File: src/rtl/fifo_ctrl_4x8.sv
// fifo_ctrl_4x8: pointer, occupancy-flag and pause/continue sequencer for a
// DEPTH-entry buffer memory. Data never passes through this block.
`default_nettype none

module fifo_ctrl_4x8 #(
   parameter int DEPTH     = 4,
   parameter int PTR_W     = 4,
   parameter int CNT_W     = 3,
   parameter int AF_THRESH = 3,
   parameter int AE_THRESH = 1
) (
   input  logic             clk,
   input  logic             reset,
   input  logic             push,
   input  logic             pop,
   output logic             write,
   output logic             read,
   output logic [PTR_W-1:0] wr_ptr,
   output logic [PTR_W-1:0] rd_ptr,
   output logic             full,
   output logic             empty,
   output logic             almost_full,
   output logic             almost_empty,
   output logic             pause,
   output logic [CNT_W-1:0] count,
   output logic             overflow_err,
   output logic             underflow_err
);

   localparam int AW = $clog2(DEPTH);

   localparam logic [0:0] S_RUN   = 1'b0;
   localparam logic [0:0] S_PAUSE = 1'b1;

   logic [AW-1:0]    wr_q, wr_d;
   logic [AW-1:0]    rd_q, rd_d;
   logic [CNT_W-1:0] count_q, count_d;
   logic             ovf_q, ovf_d;
   logic             unf_q, unf_d;
   logic [0:0]       state_q, state_d;
   logic             push_ok, pop_ok;

   assign full         = (count_q == CNT_W'(DEPTH));
   assign empty        = (count_q == '0);
   assign almost_full  = (count_q >= CNT_W'(AF_THRESH));
   assign almost_empty = (count_q <= CNT_W'(AE_THRESH));

   // Full with a simultaneous pop frees a slot in the same cycle; empty has no bypass.
   assign pop_ok  = pop & ~empty;
   assign push_ok = push & (~full | pop);

   // Memory enables are forced low while reset is asserted.
   assign write = push_ok & reset;
   assign read  = pop_ok & reset;

   assign wr_ptr        = PTR_W'(wr_q);
   assign rd_ptr        = PTR_W'(rd_q);
   assign count         = count_q;
   assign overflow_err  = ovf_q;
   assign underflow_err = unf_q;

   always_comb begin
      wr_d    = push_ok ? wr_q + AW'(1) : wr_q;
      rd_d    = pop_ok  ? rd_q + AW'(1) : rd_q;
      count_d = count_q + CNT_W'(push_ok) - CNT_W'(pop_ok);
      ovf_d   = ovf_q | (push & ~push_ok);
      unf_d   = unf_q | (pop & ~pop_ok);
   end

   always_ff @(posedge clk or negedge reset) begin
      if (!reset) begin
         wr_q    <= '0;
         rd_q    <= '0;
         count_q <= '0;
         ovf_q   <= 1'b0;
         unf_q   <= 1'b0;
      end else begin
         wr_q    <= wr_d;
         rd_q    <= rd_d;
         count_q <= count_d;
         ovf_q   <= ovf_d;
         unf_q   <= unf_d;
      end
   end

   always_ff @(posedge clk or negedge reset) begin
      if (!reset) state_q <= S_RUN;
      else        state_q <= state_d;
   end

   // Hysteresis: decided on the next occupancy so pause moves with count.
   always_comb begin
      state_d = state_q;
      case (state_q)
         S_RUN:   if (count_d >= CNT_W'(AF_THRESH)) state_d = S_PAUSE;
         S_PAUSE: if (count_d <= CNT_W'(AE_THRESH)) state_d = S_RUN;
         default: state_d = S_RUN;
      endcase
   end

   always_comb begin
      pause = (state_q == S_PAUSE);
   end

endmodule

`default_nettype wire

File: config.mk
export PLATFORM = sky130hd
export DESIGN_NAME = fifo_ctrl_4x8
export DESIGN_NICKNAME = d
export VERILOG_FILES = /design/src/rtl/fifo_ctrl_4x8.sv
export SDC_FILE = /design/constraint.sdc
export NUM_CORES = 1
export LEC_CHECK = 0
export ABC_AREA = 0
export BUFFER_PORTS_ARGS = -buffer_cell sky130_fd_sc_hd__buf_4
export CAP_MARGIN = 20
export CELL_PAD_IN_SITES_DETAIL_PLACEMENT = 1
export CELL_PAD_IN_SITES_GLOBAL_PLACEMENT = 1
export CORE_UTILIZATION = 33
export DETAILED_ROUTE_END_ITERATION = 10
export PLACE_DENSITY_LB_ADDON = 0.1
export SETUP_SLACK_MARGIN = 0.2
export SLEW_MARGIN = 10
export SYNTH_ARGS = -nofsm -noshare
export SYNTH_HDL_FRONTEND = slang
export SYNTH_SLANG_ARGS = --single-unit
File: constraint.sdc
create_clock -name clk -period 2.86 [get_ports clk]
set_input_delay 0.572 -clock clk [delete_from_list [all_inputs] [get_ports clk]]
set_output_delay 0.572 -clock clk [all_outputs]
set_load 0.005 [all_outputs]
==> run_results.csv <==
group,metric,value,unit
setup_path,cp_data_required_time,3000,ps
power,peakVddDrop,0.536,mV
global_route,antenna_found_initial,0,
placement,io_buffers,19,
finish,fin_util,0.473,
sta,setup_viol,0,
routing,drtPass1Iterations,7,
clock_network,ctsHoldBuffers,0,
finish,layout_commonest_cell,"buf_4",
placement,hpwlAfterDp,926,microns
synth,yosysSeqAreaShare,0.439,
sta,period_needed,2210,ps
run_status,status,"finished, violations left",
synth,ys_types,22,
placement,place.gp.congestion,0.716,
setup_path,cp-start-kind,"flop",
synth,netlist_area,571,sq um
sta,rsz0062_at_grt,"no",
routing,wire_per_inst,12.2,microns
synth,synth_edf_count,0,
sta,hold_viol_final,0,
run_status,violations,"DRC",
power,total_power,845,uW
finish,area_growth,29.2,%
synth,syn_inst,53,
die,dieArea,1900,sq um
clock_network,cts_sinks,10,
setup_path,reg2reg_from,"count[1]",
sta,whs,134,ps
die,die_w,43.6,microns
die,initial_core_util,0.366,
clock_network,htree_levels,1,
routing,final_antenna_net_count,0,
finish,layout_common_cells,"19 x buf_4, 10 x dfrtp_1, 6 x inv_1, 5 x nor2_1",
global_route,gr-total-overflow,0,
global_route,grt_pass1_vias,442,
job,drv_cap,0,
clock_network,clockBufferDepth,2,
setup_path,critPathKind,"flop to flop",
clock_network,cts_setup_buffers,0,
global_route,grt_use_total,0.141,
synth,synth_flop_cell,"dfrtp_1",
sta,fmax,452,MHz
finish,layout-drive-gt1-share,0.351,
global_route,grt_max_degree,12,
global_route,grt_first_pass_wirelength,1910,microns
sta,drv_slew,0,
clock_network,root_buffer,"clkbuf_4",
sta,fin_skew,2.81,ps
power,cellPowerDensity,1150,nW/um^2
setup_path,cp-end-kind,"flop",
routing,vias,430,
clock_network,cts_buffers,3,
die,die_height,43.6,microns
synth,ys_seq_elements,10,
die,io_pins,24,
placement,dp_cells,87,
routing,drt_drc_violations_left,6,
power,power.leakage,0.000378,uW
sta,layout_worst_path_cycle_share,0.774,
clock_network,cts.repair.resized,0,
synth,syn_avg_cell_area,10.8,sq um
setup_path,crit_arrival,2360,ps
setup_path,crit_fanout,10,
synth,async_flop_share,1.00,
die,row_count,14,
routing,avgViaCountPerCell,4.78,
routing,drt_wl_total,1100,microns
clock_network,path_clk_slew,60,ps
setup_path,timing.rr.end,"pause",
setup_path,ff2ff_path_depth,8,
hold_path,hold_path_class,"primary input to async pin",
die,core-area,1560,sq um
finish,n_antenna_cell,0,
clock_network,cts_tree,"done",
finish,instances_no_fill,90,
routing,drtIter0Drc,13,
clock_network,clkLatencyLatePin,250,ps
setup_path,reg2reg_slack,650,ps
finish,nets,85,
sta,fin_tns_setup,0,ps
synth,yosys_warnings,0,
-- metal layers --
metal / vias up / track usage / wire length [microns]
li1: 208 / - / -
met1: 206 / 0.155 / 448
met2: 14 / 0.233 / 563
met3: 2 / 0.0667 / 77
met4: 0 / 0.0563 / 13
met5: - / 0 / 0
-- registers in the layout, indices dropped and copies added (netlist names) --
| register | count |
|---|---|
| count | 3 |
| rd_q | 2 |
| wr_q | 2 |
| overflow_err | 1 |
| pause | 1 |
| underflow_err | 1 |
-- Yosys cell counts, types with 2 or more instances --
| cell type | instances | share of area |
|---|---|---|
| inv_1 | 6 | 0.039 |
| xnor2_1 | 4 | 0.061 |
| buf_4 | 4 | 0.053 |
| dfrtp_1 | 10 | 0.44 |
| nand2_1 | 3 | 0.020 |
| ha_1 | 4 | 0.088 |
| o21ai_0 | 2 | 0.018 |
| nor2_1 | 5 | 0.033 |
| a21o_1 | 2 | 0.026 |
-- metrics by stage --
step | area, sq um | worst slack [ps]
after floorplan | 582 | 798
after global placement | 714 | 705
after detailed placement | 714 | 625
after CTS | 737 | 627
after global routing | 737 | 522
final | 737 | 645
-- cell families (layout without fill, tap and decap cells) --
| kind of cell | count (synthesis) | after routing | share of synthesized area |
|---|---|---|---|
| AND/OR/NAND/NOR | 11 | 11 | 0.0811 |
| other | 1 | 4 | 0.00657 |
| XOR/XNOR | 5 | 5 | 0.0768 |
| adder cells (fa/ha/maj) | 5 | 5 | 0.123 |
| AO/OA/AOI/OAI | 10 | 10 | 0.175 |
| flip-flops | 10 | 10 | 0.439 |
| buffers and inverters | 11 | 29 | 0.0987 |
-- area by class of cell --
class | count | area (sq um)
inverters | 7 | 26.3
multi-input cells | 35 | 275
flip-flops and latches | 10 | 250
fillers | 181 | 822
well taps | 16 | 20.0
repair buffers | 19 | 143
clock buffers | 3 | 22.5
-- worst max-delay path by stage --
stage / startpoint / end / cells after the start
floorplan: count[1] / pause / 8
global placement: count[1] / pause / 8
detailed placement: count[1] / pause / 8
CTS: count[1] / pause / 8
global route: count[1] / pause / 8
finish: count[1] / pause / 8
-- worst max-delay path, cell delays in order (launching register included) --
cell      delay (ps)
dfrtp_1          510
or3_1            440
o21ai_0          100
a21o_1           140
ha_1             140
inv_1             50
fa_1             380
xor2_1           190
o21bai_1         160
-- report_power, final --
part	total, uW	internal (uW)	switching (uW)
sequential	317	218	98.8
combinational	439	253	186
clock	89.0	48.2	40.8
total	845	519	326
(Power assumes the default switching activity.)
